==> src/rtl/score_note_scheduler.sv <==
// score_note_scheduler
//   Places decoded (note, duration) events into consecutive slots of a
//   4-staff x 16-slot score page held in the note-display buffer. Buffer
//   writes are issued only while blank=1 so the rendered page never tears.
//   The page is blanked on reset, on clear_req, and when a note arrives
//   after the last slot has been filled.
//
// Ports
//   clk        system clock
//   reset      synchronous active-high reset
//   note_dec   1-cycle pulse, note/duration valid
//   note       pitch code (0 = rest, still takes a slot)
//   duration   duration code (0 = illegal, note is dropped)
//   clear_req  1-cycle pulse, blank the page and restart at slot 0
//   blank      1 = outside active video, buffer writes allowed
//   busy       1 = not idle; new notes are dropped
//   dropped    1-cycle pulse, a note_dec was rejected
//   wr_en      buffer write strobe
//   wr_addr    buffer address {staff, slot}
//   wr_data    {valid, duration, note}; all-zero = empty slot
//   page_full  1 = last slot of the page has been written
//
// State table
//   S_IDLE       | waiting for a note or a clear request
//   S_WAIT_BLANK | note captured, waiting for blanking
//   S_WRITE      | note write strobe is on the bus (one cycle)
//   S_CLEAR      | zeroing the whole page, one slot per blank cycle

module score_note_scheduler #(
  parameter int NUM_SCORES      = 4,
  parameter int SLOTS_PER_SCORE = 16,
  parameter int ADDR_W          = 6
) (
  input  logic              clk,
  input  logic              reset,
  input  logic              note_dec,
  input  logic [7:0]        note,
  input  logic [3:0]        duration,
  input  logic              clear_req,
  input  logic              blank,
  output logic              busy,
  output logic              dropped,
  output logic              wr_en,
  output logic [ADDR_W-1:0] wr_addr,
  output logic [12:0]       wr_data,
  output logic              page_full
);

  localparam logic [ADDR_W-1:0] LAST = ADDR_W'(NUM_SCORES * SLOTS_PER_SCORE - 1);

  typedef enum logic [1:0] {
    S_IDLE,
    S_WAIT_BLANK,
    S_WRITE,
    S_CLEAR
  } state_t;

  state_t            state, next_state;
  logic [ADDR_W-1:0] ptr;
  logic [ADDR_W-1:0] clr_cnt;
  logic              pend;
  logic [7:0]        hold_note;
  logic [3:0]        hold_dur;

  logic              valid_note;
  logic              capture;
  logic              set_pend;
  logic              note_wr;
  logic              clr_wr;
  logic              drop;
  logic [7:0]        src_note;
  logic [3:0]        src_dur;

  assign valid_note = note_dec && (duration != 4'd0);

  // A note captured while blank=1 is written straight from the inputs so
  // the strobe appears the cycle after note_dec; otherwise from the holding
  // register.
  assign src_note = capture ? note     : hold_note;
  assign src_dur  = capture ? duration : hold_dur;

  always_comb begin
    next_state = state;
    capture    = 1'b0;
    set_pend   = 1'b0;
    note_wr    = 1'b0;
    clr_wr     = 1'b0;
    drop       = 1'b0;
    case (state)
      S_IDLE: begin
        if (clear_req) begin
          next_state = S_CLEAR;
          if (valid_note) begin
            capture  = 1'b1;
            set_pend = 1'b1;
          end else if (note_dec) begin
            drop = 1'b1;
          end
        end else if (valid_note) begin
          capture = 1'b1;
          if (page_full) begin
            set_pend   = 1'b1;
            next_state = S_CLEAR;
          end else if (blank) begin
            note_wr    = 1'b1;
            next_state = S_WRITE;
          end else begin
            next_state = S_WAIT_BLANK;
          end
        end else if (note_dec) begin
          drop = 1'b1;
        end
      end
      S_WAIT_BLANK: begin
        drop = note_dec;
        if (blank) begin
          note_wr    = 1'b1;
          next_state = S_WRITE;
        end
      end
      S_WRITE: begin
        drop       = note_dec;
        next_state = S_IDLE;
      end
      S_CLEAR: begin
        drop = note_dec;
        if (blank) begin
          clr_wr = 1'b1;
          if (clr_cnt == LAST) begin
            next_state = pend ? S_WAIT_BLANK : S_IDLE;
          end
        end
      end
      default: next_state = S_CLEAR;
    endcase
  end

  always_ff @(posedge clk) begin
    if (reset) begin
      state     <= S_CLEAR;
      busy      <= 1'b1;
      ptr       <= '0;
      clr_cnt   <= '0;
      pend      <= 1'b0;
      hold_note <= '0;
      hold_dur  <= '0;
      page_full <= 1'b0;
      wr_en     <= 1'b0;
      wr_addr   <= '0;
      wr_data   <= '0;
      dropped   <= 1'b0;
    end else begin
      state   <= next_state;
      busy    <= (next_state != S_IDLE);
      dropped <= drop;
      wr_en   <= note_wr | clr_wr;

      if (capture) begin
        hold_note <= note;
        hold_dur  <= duration;
      end

      if (set_pend) begin
        pend <= 1'b1;
      end else if (state == S_WRITE) begin
        pend <= 1'b0;
      end

      if (note_wr) begin
        wr_addr <= ptr;
        wr_data <= {1'b1, src_dur, src_note};
        ptr     <= ptr + 1'b1;
        if (ptr == LAST) begin
          page_full <= 1'b1;
        end
      end

      // clr_cnt wraps to 0 after the last slot, so every clear starts at 0.
      if (clr_wr) begin
        wr_addr <= clr_cnt;
        wr_data <= '0;
        clr_cnt <= clr_cnt + 1'b1;
        if (clr_cnt == LAST) begin
          ptr       <= '0;
          page_full <= 1'b0;
        end
      end
    end
  end

endmodule

==> config.mk <==
export PLATFORM = sky130hd
export DESIGN_NAME = score_note_scheduler
export DESIGN_NICKNAME = d
export VERILOG_FILES = /design/src/rtl/score_note_scheduler.sv
export SDC_FILE = /design/constraint.sdc
export NUM_CORES = 1
export LEC_CHECK = 0
export ABC_AREA = 1
export BUFFER_PORTS_ARGS = -buffer_cell sky130_fd_sc_hd__buf_2
export CORE_MARGIN = 1
export CORE_UTILIZATION = 49
export DETAILED_ROUTE_END_ITERATION = 8
export GPL_ROUTABILITY_DRIVEN = 0
export PLACE_DENSITY_LB_ADDON = 0.15
export SYNTH_ARGS = -nofsm -noshare
export SYNTH_HDL_FRONTEND = slang
export SYNTH_SLANG_ARGS = --single-unit
==> constraint.sdc <==
create_clock -name clk -period 1.55 [get_ports clk]
set_clock_uncertainty 0.2 [all_clocks]
set_input_delay 0.31 -clock clk [delete_from_list [all_inputs] [get_ports clk]]
set_output_delay 0.31 -clock clk [all_outputs]
set_load 0.01 [all_outputs]
[After elaboration in Yosys (flattened, before gate mapping)]
Index checks and enable logic that the tools add are counted.
Operators by class
  shift-type cells: 0
  magnitude comparators: 0
  divide/modulo/power cells: 0
  $mul: 0
  equal/unequal tests: 5
  reduce and logical (&&, ||, !) cells: 8
  muxes and demuxes: 37
  $add $sub $neg: 2
  bitwise logic cells: 1
Operators with widths (number)
  6-bit 2-to-1 mux: 5
  1-bit 2-to-1 mux: 20
  2-bit 2-to-1 mux: 7
  6-bit by 1-bit adder with 6-bit output (second input constant): 2
  6-bit equality test (second input constant): 2
  8-bit 2-to-1 mux: 1
  2-bit case mux with 4 select lines: 1
  2-bit nonzero test: 3
  2-bit equality test (second input constant): 2
  4-bit 2-to-1 mux: 1
  1-bit case mux with 2 select lines: 2
  4-bit nonzero test: 1
  3-bit OR reduction: 1
  2-bit by 1-bit equality test with 1-bit output (second input constant): 1
  2-bit logical NOT: 1
  2-bit OR reduction: 1
  1-bit logical AND: 1
  1-bit bitwise OR: 1
Storage, ports and cells
  memories: 0
  memory bits (writable): 0
  latch bits: 0
  bits of input ports: 17
  register bits after elaboration: 50
  bits in read-only memories: 0
  logic and storage cells: 65

[Depth between registers and ports, before layout]
Gate-level depths: netlist (run 1).
  word-level depth: 8
  gate-level depth with buffers: 9
  gate-level depth less buffers: 9

[Worst setup path after synthesis (run 1)]
OpenSTA, ideal clock, no wires.
  path type: register to register
  from: register clr_cnt[0]
  to: register state[0]
  period minus slack after synthesis: 1.512 ns
  stages on the path, launching flop included: 9
  required time: 1.227 ns
  library setup time: 0.123 ns
  path slack: 0.038 ns
  arrival: 1.189 ns
  cell sequence: dfxtp_1 ha_1 nand2_1 inv_1 nand3_1 o21ai_0 nand3_1 nor2_1 nand2_1
Between the ends
  longest elaborated chain between the ends: 4
Ends and longest elaborated chain
  from (decl): line 60  | logic [ADDR_W-1:0] clr_cnt;
  from (signal assigned): line 182  | clr_cnt <= clr_cnt + 1'b1;
  6-bit equality test: line 129  | if (clr_cnt == LAST) begin
  2-bit 2-to-1 mux: line 129
  2-bit 2-to-1 mux: line 127  | if (blank) begin
  2-bit case mux with 4 select lines: line 89  | case (state)
  to (signal assigned): line 153  | state <= next_state;
  to (decl): line 58  | state_t state, next_state;
No other way between the ends.
A chain may end at the register's enable or synchronous reset.

[Worst setup path after layout (run 1)]
  from: register page_full
  to: register wr_addr[3]
Between the ends
  longest elaborated chain between the ends: 5
Ends and longest elaborated chain
  from (decl): line 46  | output logic page_full
  from (signal assigned): line 147  | page_full <= 1'b0;
  from (signal assigned): line 174  | page_full <= 1'b1;
  from (signal assigned): line 185  | page_full <= 1'b0;
  1-bit 2-to-1 mux: line 101  | if (page_full) begin
  1-bit 2-to-1 mux: line 99  | end else if (valid_note) begin
  1-bit 2-to-1 mux: line 91  | if (clear_req) begin
  1-bit case mux with 2 select lines: line 89
  2-bit nonzero test (no line)
  to (signal assigned): line 170  | wr_addr <= ptr;
  to (signal assigned): line 180  | wr_addr <= clr_cnt;
  to (decl): line 44  | output logic [ADDR_W-1:0] wr_addr,
No other way between the ends.

==> results.tsv, run 1 <==
stage	metric	value	unit
run_status	status	completed	
power_and_ir_drop	Net Sw Frac	27.36	%
job	maxcap violations	0	
sta	setup_tns	0	ns
place	Placement Cell Area	2526	um2
setup_path	Worst Path Required	1.57	ns
setup_path	Worst path top cell family by delay	simple AND/OR/NAND/NOR gates	
setup_path	crit path buf inv count	3	
setup_path	R2R cell count	10	
setup_path	worst r2r src	page_full	
setup_path	cell chain of the critical path	inv_2, nand2_2, nor2_2, nand4_1, buf_4, buf_6, nand3_2, nand2_1, nand2_1, nand2_1	
sta	# setup viols final	0	
clock_network	Max Root-Sink Buffers	2	
routing	via count	2067	
routing	first drt pass iteration count	4	
yosys	Post-synth EDFFs	0	
yosys	synthesized area per cell	7.192	um2
floorplanning	Die Wd	68.14	um
floorplanning	core area	4086	um2
yosys	Synth Instances	298	
routing	DRT iter0 DRCs	144	
yosys	mapped cell area	2143	um2
grt	Total GRT Usage	21.94	%
setup_path	R2R setup slack	0.03	ns
power_and_ir_drop	clock share of power	32.3	%
setup_path	critical path arrival	1.54	ns
finish	share of layout cells above drive strength 1	30.03	%
grt	largest net degree at the start of global routing	20	
routing	DRC	0	
yosys	Syn Nets	317	
setup_path	most frequent cell on the critical path	nand2_1	
power_and_ir_drop	PwrDens	883.8	nW/um2
finish	Finished Cell Area	2769	um2
clock_network	Reg clk slew, reported paths	0.11	ns
sta	Final Cycle Share	97.93	%
worst_hold_path	worst hold stages	3	
worst_hold_path	hold path start	note[0]	
power_and_ir_drop	combinational power share	12.8	%
yosys	Synth top area share	46.70	%
sta	Tmin final	1.518	ns
yosys	Synth area leader	dfxtp_1	
routing	DR top layer	met4	
power_and_ir_drop	Psw	669.6	uW
grt	vias in the first global route	1785	
setup_path	Crit Path Category	register to register	
floorplanning	Initial Utilization	52.45	%
setup_path	Startpoint Class	register	
clock_network	CTS Buf Count	5	
power_and_ir_drop	Static Leak	0.001366	uW
yosys	synth warn	0	
yosys	most numerous cell in the Yosys netlist	nand2_1	
floorplanning	IO Pins	40	
routing	Vias/cell	5.005	
routing	M1 WL	2433	um
routing	wire per inst	12.18	um
sta	Max transition margin	83.07	%
setup_path	CP endpoint kind	register	
yosys	Yosys reg bits	50	
routing	Final Routed Wirelength	5032	um
floorplanning	Die ar.	4642	um2
clock_network	CTS tree	done	
setup_path	Crit. Startpoint	page_full	
sta	Max Freq	658.8	MHz
finish	Layout area overhead	29.19	%
power_and_ir_drop	peak supply drop	0.0006846	V
finish	ANT cells	0	
sta	Least-Margin Pin Slew	0.2537	ns
clock_network	Root Buffer	clkbuf_8	
clock_network	Clock Latency Late Sink	0.31	ns
routing	met3 wire len	216	um
place	PortBufs	39	
routing	met2 WL	2331	um
clock_network	clock sink total	50	
yosys	Post-synth top cells	nand2_1, dfxtp_1, nor2_1	
sta	RSZ-0062 raised after global routing	yes	
finish	nets@finish	381	
yosys	sequential cell area fraction in the yosys report	46.70	%
yosys	top cells by area, synth	dfxtp_1, nand2_1, nor2_1, a21oi_1, o21ai_0	
sta	final count of pins violating max slew	0	
place	HPWL after DPL	3366	um
clock_network	CTS HTree Levels	2	
grt	first-pass GRT wire length	7652	um
setup_path	crit path max fanout	10	
power_and_ir_drop	Int Pwr	1777	uW
floorplanning	row cnt	23	
worst_hold_path	worst min-delay path endpoint	hold_note[0]	
clock_network	count of hold-fix buffers inserted at cts	0	
grt	antenna violations before repair	0	
setup_path	Largest stage delay, worst path	0.33	ns
yosys	share of synthesized registers carrying an async set or reset	0	%
setup_path	RR Endpoint	wr_addr[3]	
sta	Hold Fails Final Rpt	0	
floorplanning	Die H	68.14	um
grt	grt ovf	0	
yosys	Unique masters post-synth	27	
worst_hold_path	min-delay worst type	input port to register	
routing	Detail Route Antenna Nets	0	
yosys	Post-synth top flop	dfxtp_1	
setup_path	slowest CP cell	dfxtp_2	
power_and_ir_drop	Sequential Power Share	54.9	%
==> metrics by stage <==
step	std cells	hold WS [ns]	setup WS, ns	total power [uW]	util, %
after floorplan	298	0.2351	0.03792	1527	-
after global placement	399	0.2455	-0.02122	1642	61.82
after detailed placement	399	0.2672	-0.04918	1643	61.82
after CTS	407	0.05572	0.001088	2417	64.33
after global routing	413	0.07626	-0.04425	2566	67.76
final	413	0.05290	0.03203	2447	67.76
==> timing repair <==
action | CTS | global route
resized for setup | 3 | 26
pin swaps | 0 | 1
endpoints found under the setup margin | 7 | 32
cloned | 0 | 1
buffers inserted | 0 | 5
==> power groups by stage <==
stage                     Sequential, uW  Combinational (uW)  Clock (uW)
final                               1340                 313         791
after global routing                1350                 351         867
after CTS                           1330                 284         798
after detailed placement            1360                 279           0
after global placement              1360                 278           0
after floorplan                     1370                 154           0
==> layer usage <==
metal / track usage, % / vias up
li1: - / 1092
met1: 27.85 / 929
met2: 36.52 / 40
met3: 5.667 / 6
met4: 5.990 / 0
met5: 0 / -
==> how the worst max path moves through the flow <==
stage	to	slack (ns)	cells past startpoint
2_1_floorplan	state[0]	0.04	8
3_3_place_gp	wr_data[5]	-0.02	9
3_5_place_dp	ptr[0]	-0.05	8
4_1_cts	ptr[0]	0.001	9
5_1_grt	state[0]	-0.04	8
6_report	wr_addr[3]	0.03	10
==> worst reg2reg max path: stages, from the launching register on <==
cell and delay, ns:
dfxtp_2 0.33, inv_2 0.06, nand2_2 0.06, nor2_2 0.10, nand4_1 0.16, buf_4 0.19, buf_6 0.14, nand3_2 0.06
nand2_1 0.05, nand2_1 0.05, nand2_1 0.04
==> flip-flops by register name, indices dropped and copies added (netlist names), 2 cells and up <==
| signal | flops |
|---|---|
| clr_cnt | 6 |
| wr_data | 13 |
| state | 2 |
| hold_dur | 4 |
| wr_addr | 6 |
| hold_note | 8 |
| ptr | 6 |
==> logic make-up (layout without fill, tap and decap cells) <==
logic type / after synthesis / after routing / synth area share (%)
buf+inv: 38 / 103 / 7.822
flops: 50 / 50 / 46.70
simple gates: 149 / 149 / 30.06
fa+ha+maj: 2 / 2 / 1.167
compound gates: 58 / 58 / 13.84
xor+xnor: 1 / 1 / 0.4087
==> layout by cell type, fill, tap and decap left out, types with 2 or more instances in the layout <==
cell | Yosys | routed
nor2_2 | 2 | 2
inv_4 | 1 | 2
nor3_1 | 2 | 2
nand3_2 | 1 | 6
o21ai_0 | 22 | 19
o21ai_1 | 5 | 7
buf_4 | 2 | 25
a21oi_1 | 29 | 29
nand2_1 | 77 | 75
clkbuf_8 | 0 | 5
nand3_1 | 15 | 10
nand2_2 | 2 | 3
inv_1 | 20 | 18
inv_2 | 5 | 6
nand4_1 | 7 | 7
buf_6 | 1 | 3
dfxtp_1 | 50 | 45
dfxtp_2 | 0 | 5
buf_2 | 6 | 39
nor2_1 | 39 | 38
==> layout make-up <==
type | instances | area [um2]
Tap cell | 50 | 62.56
Clock buffer | 5 | 68.82
Fill cell | 366 | 1318
Clock inverter | 3 | 25.02
Multi-Input combinational cell | 210 | 1041
Timing Repair Buffer | 69 | 461.7
Inverter | 26 | 102.6
Sequential cell | 50 | 1007
Note: power is estimated with default switching activity, not from simulation.
==> inputs of run 2 (changes only) <==
--- a/config.mk
+++ b/config.mk
@@ -8,7 +8,7 @@
 export ABC_AREA = 1
 export BUFFER_PORTS_ARGS = -buffer_cell sky130_fd_sc_hd__buf_2
 export CORE_MARGIN = 1
-export CORE_UTILIZATION = 49
+export CORE_UTILIZATION = 54
 export DETAILED_ROUTE_END_ITERATION = 8
 export GPL_ROUTABILITY_DRIVEN = 0
 export PLACE_DENSITY_LB_ADDON = 0.15
==> constraint.sdc (replaced) <==
create_clock -name clk -period 1.6 [get_ports clk]
set_clock_uncertainty 0.2 [all_clocks]
set_input_delay 0.32 -clock clk [delete_from_list [all_inputs] [get_ports clk]]
set_output_delay 0.32 -clock clk [all_outputs]
set_load 0.01 [all_outputs]
==> results.tsv, run 2 (synthesized netlist as in run 1, its figures left out) <==
stage	metric	value	unit
run_status	status	completed	
finish	nets@finish	378	
clock_network	Reg clk slew, reported paths	0.09	ns
job	maxcap violations	0	
finish	share of layout cells above drive strength 1	28.97	%
sta	# setup viols final	0	
worst_hold_path	min-delay worst type	input port to register	
sta	RSZ-0062 raised after global routing	yes	
clock_network	clock sink total	50	
finish	Largest regs	wr_data: 13 flops, hold_note: 8 flops	
grt	grt ovf	0	
sta	Hold Fails Final Rpt	0	
clock_network	CTS tree	done	
setup_path	crit path max fanout	6	
floorplanning	IO Pins	40	
clock_network	CTS HTree Levels	2	
routing	via count	2096	
floorplanning	row cnt	22	
floorplanning	Die Wd	65	um
setup_path	Crit Path Category	register to register	
clock_network	CTS Buf Count	5	
clock_network	Max Root-Sink Buffers	2	
finish	ANT cells	0	
routing	Final Routed Wirelength	5067	um
routing	first drt pass iteration count	4	
finish	utilization after layout	73.80	%
setup_path	critical path arrival	1.58	ns
routing	wire per inst	12.45	um
sta	Max transition margin	82.61	%
finish	most common cell after layout, fill and taps aside	nand2_1	
place	PortBufs	39	
clock_network	Clock Latency Late Sink	0.31	ns
grt	largest net degree at the start of global routing	20	
setup_path	Startpoint Class	register	
floorplanning	Initial Utilization	57.25	%
routing	Vias/cell	5.150	
finish	Layout area overhead	28.90	%
routing	DRT iter0 DRCs	92	
clock_network	Root Buffer	clkbuf_8	
floorplanning	core area	3744	um2
sta	Tmin final	1.543	ns
sta	Min Hold Slack	0.07630	ns
finish	Biggest register	wr_data	
routing	DRC	0	
place	Setup WS pre-CTS	-0.03958	ns
grt	Total GRT Usage	24.46	%
grt	antenna violations before repair	0	
power_and_ir_drop	peak supply drop	0.0005874	V
floorplanning	Die H	65	um
setup_path	Worst Path Required	1.64	ns
setup_path	CP endpoint kind	register	
sta	Least-Margin Pin Slew	0.2606	ns
grt	first-pass GRT wire length	7941	um
finish	commonest cells after routing, fill and taps aside	nand2_1, dfxtp_1, buf_2	
setup_path	R2R setup slack	0.06	ns
sta	Max Freq	648.0	MHz
sta	final count of pins violating max slew	0	
routing	Detail Route Antenna Nets	0	
finish	Largest register FFs	13	
power_and_ir_drop	Static Leak	0.001360	uW
place	HPWL after DPL	3428	um
sta	final setup margin	0.05684	ns
floorplanning	Die ar.	4225	um2
grt	vias in the first global route	1838	
sta	Final Cycle Share	96.45	%
power_and_ir_drop	PwrDens	904.1	nW/um2
-- run 2: timing repair --
action	4_1_cts	5_1_grt
buffers inserted	0	3
gates resized for setup	1	26
hold buffers	0	0
hold endpoints to repair	0	0
endpoints found under the setup margin	3	29
pin swaps	0	6
gates cloned	0	1
-- run 2: cell type report --
class	count	area, um2
Timing Repair Buffer	66	431.7
Fill cell	308	980.9
Sequential cell	50	1006
Clock inverter	1	30.03
Tap cell	48	60.06
Multi-Input combinational cell	210	1047
Inverter	26	105.1
Clock buffer	6	82.58
-- run 2: power breakdown --
group          total, uW  switching [uW]  internal [uW]
logic                306             176            130
registers           1300            20.7           1280
clock network        895             395            500
-- run 2: worst max-delay path: stages, from the launching register on --
cell and delay, ns:
dfxtp_2 0.33, inv_2 0.06, nand2_2 0.05, nor2_2 0.11, nand4_1 0.18, nand2_4 0.20, clkbuf_16 0.17, o21ai_0 0.07
nor2_1 0.10
-- run 2: path summary, 6_finish.rpt --
check / start / cells after the start / endpoint
min reg2reg: wr_data[12] / 2 / wr_data[12]
max reg2reg: page_full / 8 / wr_data[5]
max: page_full / 8 / wr_data[5]
min: note_dec / 3 / dropped
-- run 2: metal layers --
metal	up-vias	share of wire [%]	GRT usage, %
met5	-	0	0
met4	0	1.2	7.778
met3	5	4.2	5.986
met2	45	48	42.45
met1	962	46	29.30
li1	1084	-	-
-- run 2: through the flow --
step | cell area, um2 | power [uW] | std cells | setup TNS (ns)
after floorplan | 2143 | 1480 | 298 | 0
after global placement | 2516 | 1598 | 396 | -0.1033
after detailed placement | 2516 | 1601 | 396 | -0.2219
after CTS | 2629 | 2477 | 403 | 0
after global routing | 2763 | 2600 | 407 | -0.1369
final | 2763 | 2498 | 407 | 0
